<file path="config.mk">
export PLATFORM = sky130hd
export DESIGN_NAME = id_operand_stage
export DESIGN_NICKNAME = d
export VERILOG_FILES = /design/src/rtl/id_pkg.sv /design/src/rtl/id_operand_mux.sv /design/src/rtl/id_operand_stage.sv
export SDC_FILE = /design/constraint.sdc
export NUM_CORES = 1
export LEC_CHECK = 0
export BUFFER_PORTS_ARGS = -buffer_cell sky130_fd_sc_hd__clkbuf_2
export CAP_MARGIN = 20
export CORE_AREA = 2 2 298 300
export CTS_CLUSTER_DIAMETER = 200
export DETAILED_ROUTE_END_ITERATION = 7
export DIE_AREA = 0 0 300 302
export GPL_TIMING_DRIVEN = 0
export SLEW_MARGIN = 20
export SYNTH_ARGS = -nofsm -noshare
export SYNTH_HDL_FRONTEND = slang
export SYNTH_HIERARCHICAL = 1
export SYNTH_SLANG_ARGS = --single-unit
</file>
<file path="constraint.sdc">
create_clock -name clk -period 1.8 [get_ports clk]
set_input_delay 0.18 -clock clk [delete_from_list [all_inputs] [get_ports clk]]
set_output_delay 0.18 -clock clk [all_outputs]
set_load 0.01 [all_outputs]
</file>
<file path="src/rtl/id_pkg.sv">
// Shared types and constants for the decode-to-execute operand stage.
package id_pkg;

    localparam int XLEN_DEFAULT = 32;

    // Operand select encodings driven by the hazard unit
    localparam int SEL_RF   = 0;
    localparam int SEL_AU1  = 1;
    localparam int SEL_AU2  = 2;
    localparam int SEL_MUL1 = 3;
    localparam int SEL_MUL2 = 4;
    localparam int SEL_LSU  = 5;
    localparam int SEL_WB1  = 6;
    localparam int SEL_WB2  = 7;

    typedef struct packed {
        logic [31:0]             instr;
        logic [XLEN_DEFAULT-1:0] pc;
        logic [XLEN_DEFAULT-1:0] op1;
        logic [XLEN_DEFAULT-1:0] op2;
        logic                    valid;
    } lane_pkt_t;

endpackage

</file>
<file path="src/rtl/id_operand_mux.sv">
// Single-operand select: register file, one of NUM_BYP bypass buses, or zero.
module id_operand_mux
    import id_pkg::*;
#(
    parameter int XLEN    = 32,
    parameter int NUM_BYP = 7,
    localparam int SEL_W  = $clog2(NUM_BYP + 1)
) (
    input  logic [XLEN-1:0]         rf_data,
    input  logic [NUM_BYP*XLEN-1:0] byp_data,
    input  logic [SEL_W-1:0]        sel,
    output logic [XLEN-1:0]         op
);

    // Encodings beyond NUM_BYP fall through to zero
    always_comb begin
        op = '0;
        if (sel == SEL_W'(SEL_RF)) begin
            op = rf_data;
        end else begin
            for (int k = 0; k < NUM_BYP; k++) begin
                op = (sel == SEL_W'(k + 1)) ? byp_data[XLEN*k +: XLEN] : op;
            end
        end
    end

endmodule

</file>
<file path="src/rtl/id_operand_stage.sv">
// Registered operand stage: resolves source operands and hands a valid/ready packet to issue.
// Define ID_OPERAND_SKID_EN to add a one-entry skid buffer behind the output register.
module id_operand_stage
    import id_pkg::*;
#(
    parameter int XLEN        = XLEN_DEFAULT,
    parameter int LANES       = 2,
    parameter int NUM_BYP     = 7,
    parameter int STALL_CNT_W = 16,
    localparam int SEL_W      = $clog2(NUM_BYP + 1)
) (
    input  logic                     clk,
    input  logic                     rst_n,
    input  logic                     in_valid,
    output logic                     in_ready,
    input  logic [LANES-1:0]         in_lane_valid,
    input  logic [LANES*32-1:0]      in_instr,
    input  logic [LANES*XLEN-1:0]    in_pc,
    input  logic [LANES*XLEN-1:0]    rf_rs1_data,
    input  logic [LANES*XLEN-1:0]    rf_rs2_data,
    input  logic [NUM_BYP*XLEN-1:0]  byp_data,
    input  logic [LANES*SEL_W-1:0]   sel_rs1,
    input  logic [LANES*SEL_W-1:0]   sel_rs2,
    input  logic                     flush,
    output logic                     out_valid,
    input  logic                     out_ready,
    output logic [LANES-1:0]         out_lane_valid,
    output logic [LANES*32-1:0]      out_instr,
    output logic [LANES*XLEN-1:0]    out_pc,
    output logic [LANES*XLEN-1:0]    out_op1,
    output logic [LANES*XLEN-1:0]    out_op2,
    output logic [STALL_CNT_W-1:0]   stall_cnt
);

    localparam int PKT_W = LANES * (1 + 32 + 3 * XLEN);

    logic [LANES*XLEN-1:0]  op1_s;
    logic [LANES*XLEN-1:0]  op2_s;
    logic [PKT_W-1:0]       in_pkt_s;
    logic [PKT_W-1:0]       out_pkt_r;
    logic                   out_valid_r;
    logic [STALL_CNT_W-1:0] stall_cnt_r;
    logic                   accept_s;
    logic                   drain_s;

    for (genvar i = 0; i < LANES; i++) begin : g_lane
        id_operand_mux #(.XLEN(XLEN), .NUM_BYP(NUM_BYP)) u_rs1_mux (
            .rf_data  (rf_rs1_data[XLEN*i +: XLEN]),
            .byp_data (byp_data),
            .sel      (sel_rs1[SEL_W*i +: SEL_W]),
            .op       (op1_s[XLEN*i +: XLEN])
        );
        id_operand_mux #(.XLEN(XLEN), .NUM_BYP(NUM_BYP)) u_rs2_mux (
            .rf_data  (rf_rs2_data[XLEN*i +: XLEN]),
            .byp_data (byp_data),
            .sel      (sel_rs2[SEL_W*i +: SEL_W]),
            .op       (op2_s[XLEN*i +: XLEN])
        );
    end

    assign in_pkt_s = {in_lane_valid, in_instr, in_pc, op1_s, op2_s};
    assign accept_s = in_valid && in_ready && !flush;
    assign drain_s  = !out_valid_r || out_ready;

`ifdef ID_OPERAND_SKID_EN
    logic             skid_full_r;
    logic [PKT_W-1:0] skid_pkt_r;

    assign in_ready = !skid_full_r;

    // Output register fed by the skid entry first, then by fresh input
    always_ff @(posedge clk or negedge rst_n) begin
        if (!rst_n) begin
            out_valid_r <= 1'b0;
            out_pkt_r   <= '0;
            skid_full_r <= 1'b0;
            skid_pkt_r  <= '0;
        end else if (flush) begin
            out_valid_r <= 1'b0;
            skid_full_r <= 1'b0;
        end else if (drain_s) begin
            if (skid_full_r) begin
                out_valid_r <= 1'b1;
                out_pkt_r   <= skid_pkt_r;
                skid_full_r <= 1'b0;
            end else begin
                out_valid_r <= accept_s;
                if (accept_s) begin
                    out_pkt_r <= in_pkt_s;
                end
            end
        end else if (accept_s) begin
            skid_full_r <= 1'b1;
            skid_pkt_r  <= in_pkt_s;
        end
    end
`else
    assign in_ready = out_ready || !out_valid_r;

    // Single output register; input is only taken when it can be loaded directly
    always_ff @(posedge clk or negedge rst_n) begin
        if (!rst_n) begin
            out_valid_r <= 1'b0;
            out_pkt_r   <= '0;
        end else if (flush) begin
            out_valid_r <= 1'b0;
        end else if (drain_s) begin
            out_valid_r <= accept_s;
            if (accept_s) begin
                out_pkt_r <= in_pkt_s;
            end
        end
    end
`endif

    // Saturating count of cycles the issue logic held off a valid packet
    always_ff @(posedge clk or negedge rst_n) begin
        if (!rst_n) begin
            stall_cnt_r <= '0;
        end else if (out_valid_r && !out_ready && (stall_cnt_r != '1)) begin
            stall_cnt_r <= stall_cnt_r + STALL_CNT_W'(1);
        end
    end

    assign out_valid = out_valid_r;
    assign stall_cnt = stall_cnt_r;
    assign {out_lane_valid, out_instr, out_pc, out_op1, out_op2} = out_pkt_r;

endmodule

</file>
[Yosys cells after proc, flatten, opt, wreduce, memory -nomap -nowiden]
Cells that the tools add are included.
Cells by class
  order comparisons: 0
  reductions and logical operators: 14
  multiplexer cells: 34
  divide/modulo/power cells: 0
  shifts and indexed selects: 0
  eq/ne operators: 29
  bitwise gates (word level): 1
  $mul: 0
  $add $sub $neg: 1
Operators by type and width (count)
  two-way mux 32 bit: 32
  equality test 3 bit (second input constant): 16
  equality test 3 x 2 -> 1 bit (second input constant): 8
  adder 16 x 1 -> 16 bit (second input constant): 1
  != test 16 bit (second input constant): 1
  equality test 3 x 1 -> 1 bit (second input constant): 4
  logical NOT 3 bit: 4
  logical AND 1 bit: 4
  logical NOT 1 bit: 3
  AND reduction 3 bit: 1
  two-way mux 1 bit: 2
  nonzero test 2 bit: 1
  logical OR 1 bit: 1
  inverter 1 bit: 1
Word-level totals
  word-level logic and storage cells: 82
  memories kept: 0
  output and inout port bits: 276
  bits in registers: 275
  input bits: 499
  latch bits: 0
  bits in writable memories: 0
  bits in read-only memories: 0

[Depth between registers and ports, before layout]
  depth in word-level cells: 9
  mapped depth: 8
  gate-level depth less buffers: 5

[Cells and area by module]
The synthesis kept the hierarchy.
By module, submodules not included
  id_operand_stage: cells each 621, area an instance 10500.1 um2, times used 1, seq. area each 6881.6 um2
  id_operand_mux: cells each 342, area an instance 2471.1 um2, times used 4, seq. area each 0.0 um2

[Worst setup path after synthesis]
OpenSTA, ideal clock, no wires.
  path type: register to register
  start point: register out_valid_r, in the netlist out_valid
  end point: register out_pkt_r[128]
  data arrival time: 1.626 ns
  data required time: 1.675 ns
  slack: 0.049 ns
  clock period less this slack: 1.751 ns
  buffers on the path: 3
  cell stages (with the launch flop): 7
  library setup time: 0.125 ns
  path through: dfrtp_1 -> nor2b_1 -> buf_2 -> nor3b_4 -> buf_4 -> buf_6 -> mux2_2
On the way
  longest elaborated chain between the ends: 5
RTL lines
  from (decl): RTL line id_operand_stage.sv:41  | logic out_valid_r;
  from (signal assigned): RTL line id_operand_stage.sv:108  | out_valid_r <= accept_s;
  logical NOT 1 bit (*): RTL line id_operand_stage.sv:63, id_operand_stage.sv:98
  logical OR 1 bit (*): RTL line id_operand_stage.sv:63, id_operand_stage.sv:98
  logical AND 1 bit (2 in a row): RTL line id_operand_stage.sv:62  | assign accept_s = in_valid && in_ready && !flush;
  AND reduction 3 bit (no line) (*)
  to (signal assigned): RTL line id_operand_stage.sv:110  | out_pkt_r <= in_pkt_s;
  to (decl): RTL line id_operand_stage.sv:40  | logic [PKT_W-1:0] out_pkt_r;
Every way passes the cells marked *; elsewhere a longest branch is shown, timed or not.
A chain may end at the register's enable or synchronous reset.

[Worst setup path in the final report]
  start point: register out_valid_r, in the netlist out_valid
  end point: register out_pkt_r[23]
Same word-level chain as after synthesis.

==> results.py <==
metrics = {
    "outcome": {
        "status": "finished, violations left",
        "violations": "negative setup slack",
    },
    "synthesis": {
        "synth_ff_type": "dfrtp_1",
        "ys_warn_count": 6,
        "ys_ff_latch": 275,
        "synth_top_area_frac": 0.338,
        "synthTopCellsByCount": "dfrtp_1, mux2_2, mux2i_1, o221ai_1, nor2_1",
        "ys_top_cells_by_area": "dfrtp_1, mux2_2, mux2i_1, o221ai_1, nand2b_1",
        "async_flop_share": 1.00,
        "avgSynthCellArea_um2": 10.2,
        "synth_fp_nets": 2489,
        "ys_seq_area_frac": 0.338,
        "synth_cell_types": 46,
        "synth_edf_count": 0,
        "synth_area_leader_cell": "dfrtp_1",
        "synthCells": 1989,
        "synth_area_um2": 20400,
        "synth_most_common_cell": "dfrtp_1",
    },
    "timing": {
        "slew_headroom": 0.386,
        "setup_slack_ps": -106,
        "post-route-period-util": 1.06,
        "fin_crit_ps": 1910,
        "rsz0062_at_grt": "true",
        "tightestPinTransition_ps": 921,
        "fmax_ghz": 0.525,
        "slew_viol_final": 0,
        "clock_skew_ps": 12.1,
        "tns_ps": -8630,
        "hold_violations": 0,
        "setup-violations-final": 180,
    },
    "placement": {
        "hpwl_um": 96800,
        "post-place-ws_ps": -687,
        "place_congestion": 0.964,
        "portBuffers": 766,
    },
    "floorplanning": {
        "start_util": 0.233,
        "die_height_um": 302,
        "core-area_um2": 87600,
        "ios": 775,
        "die_w_um": 300,
        "die-area_um2": 90600,
        "rows": 109,
    },
    "pwr": {
        "total_power_uw": 25200,
        "p_leak_uw": 0.0140,
        "ir_drop_uv": 757,
        "powerDensity_nw_per_um2": 830,
    },
    "route": {
        "via_per_inst": 5.36,
        "drt-pass1-iter-count": 8,
        "drt_iter0_markers": 2434,
        "via_count": 22800,
        "wl_per_cell_um": 30.3,
        "drc": 0,
        "drt_wl_total_um": 129000,
        "ant_nets": 0,
    },
    "clocking": {
        "clk_latency_ps": 580,
        "cts_tree": "done",
        "path_clk_slew_ps": 60,
        "numCtsBuffers": 38,
        "cts_max_level": 2,
        "cts_root_buffer": "clkbuf_16",
        "cts_sinks": 275,
        "cts_max_path_buffers": 3,
    },
    "final_layout": {
        "fin_util": 0.347,
        "area_delta_synth_final_pct": 49.0,
        "nets": 3543,
        "layout-drive-gt1-share": 0.457,
    },
    "worst_setup_path": {
        "path_max_fanout": 8,
        "critical_path_buf_inv_count": 5,
        "path_cells": "nor2b_4, nor3b_4, buf_12, buf_12, buf_16, buf_12, clkbuf_16, mux2_4",
        "cp.required_ps": 2260,
        "crit_arrival_ps": 2370,
        "cp_slowest_cell": "dfrtp_1",
        "critPathLaunchType": "register",
        "critical_path_class": "register to register",
        "cpPeakStageDelay_ps": 380,
        "end_kind": "register",
        "crit_top_cell": "buf_12",
        "crit_family": "buffers and inverters",
    },
    "worst_hold_path": {
        "hold_path.class": "input pin to register",
    },
    "global_routing": {
        "met3_usage": 0.0905,
        "grt_max_degree": 84,
        "grt.overflow.total": 0,
        "busiest_layer": "met2",
        "grt_pass1_wl_um": 174000,
        "grt_use_total": 0.270,
        "antenna_found_initial": 46,
        "use_met1": 0.327,
        "grt_util_met2": 0.443,
        "grt_pass1_vias": 22700,
    },
    "run": {
        "cap_violations": 0,
    },
}
[power by group]
part	switching [uW]	internal, uW
combinational	4760	4150
clock	3340	4730
sequential	815	7400
[final timing paths]
kind / start / to / slack, ps / cells past startpoint
hold / removal: rf_rs2_data[4] / out_pkt_r[4]$_DFFE_PN0P_ / 20 / 4
hold reg to reg: out_pkt_r[157]$_DFFE_PN0P_ / out_pkt_r[157]$_DFFE_PN0P_ / 500 / 1
setup reg to reg: out_valid$_DFFE_PN0P_ / out_pkt_r[23]$_DFFE_PN0P_ / -110 / 8
setup / recovery: out_valid$_DFFE_PN0P_ / out_pkt_r[23]$_DFFE_PN0P_ / -110 / 8
min in group asynchronous: rst_n / out_pkt_r[111]$_DFFE_PN0P_ / 170 / 2
max in group asynchronous: rst_n / out_pkt_r[176]$_DFFE_PN0P_ / 380 / 4
[per-stage QoR]
| stage | area (um2) | hold slack (ps) | cells |
|---|---|---|---|
| floorplan | 20400 | -116 | 1989 |
| global placement | 25700 | 390 | 3920 |
| detailed placement | 25800 | 208 | 3923 |
| CTS | 30000 | 0.367 | 4225 |
| global route | 30300 | 23.8 | 4250 |
| finish | 30400 | 18.9 | 4258 |
[layer usage]
| layer | vias up | share of wire |
|---|---|---|
| met5 | - | 0.0016 |
| li1 | 9748 | - |
| met4 | 34 | 0.047 |
| met2 | 1560 | 0.46 |
| met1 | 11100 | 0.39 |
| met3 | 347 | 0.11 |
[sequential cells by signal (all words and copies together) (netlist names)]
signal	flops
out_pkt_r	258
out_valid	1
stall_cnt	16
[what timing repair did]
action                                  CTS  global route
pin swaps                                 2             1
gates resized for setup                 110            49
endpoints found under the setup margin  262           259
endpoints found under the hold margin   268             0
hold buffers                            219             0
buffers inserted                         12             5
cloned                                    5             5
[kinds of logic (layout without fill, tap and decap cells)]
family,Yosys count,count (layout),share of synthesized area
compound gates,523,523,0.207
xor+xnor,14,14,0.00601
fa+ha+maj,1,1,0.000614
buf+inv,206,1287,0.0666
flops,275,275,0.338
mux,511,511,0.267
other cells,0,23,0
simple gates,459,459,0.115
[worst register-to-register path, delay by kind of cell, from the launching register on]
family                 cells  cell delay (ps)
buffers and inverters      5              760
DFF                        1              380
and+or+nand+nor            2              340
muxes                      1              320
[layout make-up]
| type | count | area [um2] |
|---|---|---|
| sequential | 275 | 6880 |
| inverter | 9 | 33.8 |
| timing repair buffer | 1015 | 6560 |
| antenna | 23 | 57.6 |
| multi-input combinational | 1508 | 12500 |
| fill | 9019 | 57200 |
| tap | 1165 | 1460 |
| clock inverter | 16 | 239 |
| buffer | 196 | 1590 |
| clock buffer | 51 | 1050 |
[cells in the final DEF, fill, tap and decap left out, types with 10 or more instances in the layout]
master	Yosys	routed
o221ai_2	44	44
nand2_1	132	132
buf_2	104	101
a21oi_1	91	91
mux2_4	1	88
buf_16	0	14
dfrtp_1	275	275
nand2b_1	133	133
a21oi_2	36	36
buf_12	0	19
nor2_1	146	146
clkbuf_2	0	765
clkbuf_16	0	43
diode_2	0	23
dlygate4sd3_1	0	219
o22ai_1	124	124
o221ai_1	204	204
buf_4	21	29
mux2i_1	252	252
clkbuf_1	20	28
xor2_1	10	10
mux2_2	257	170
buf_6	44	25
(Power assumes the default switching activity.)
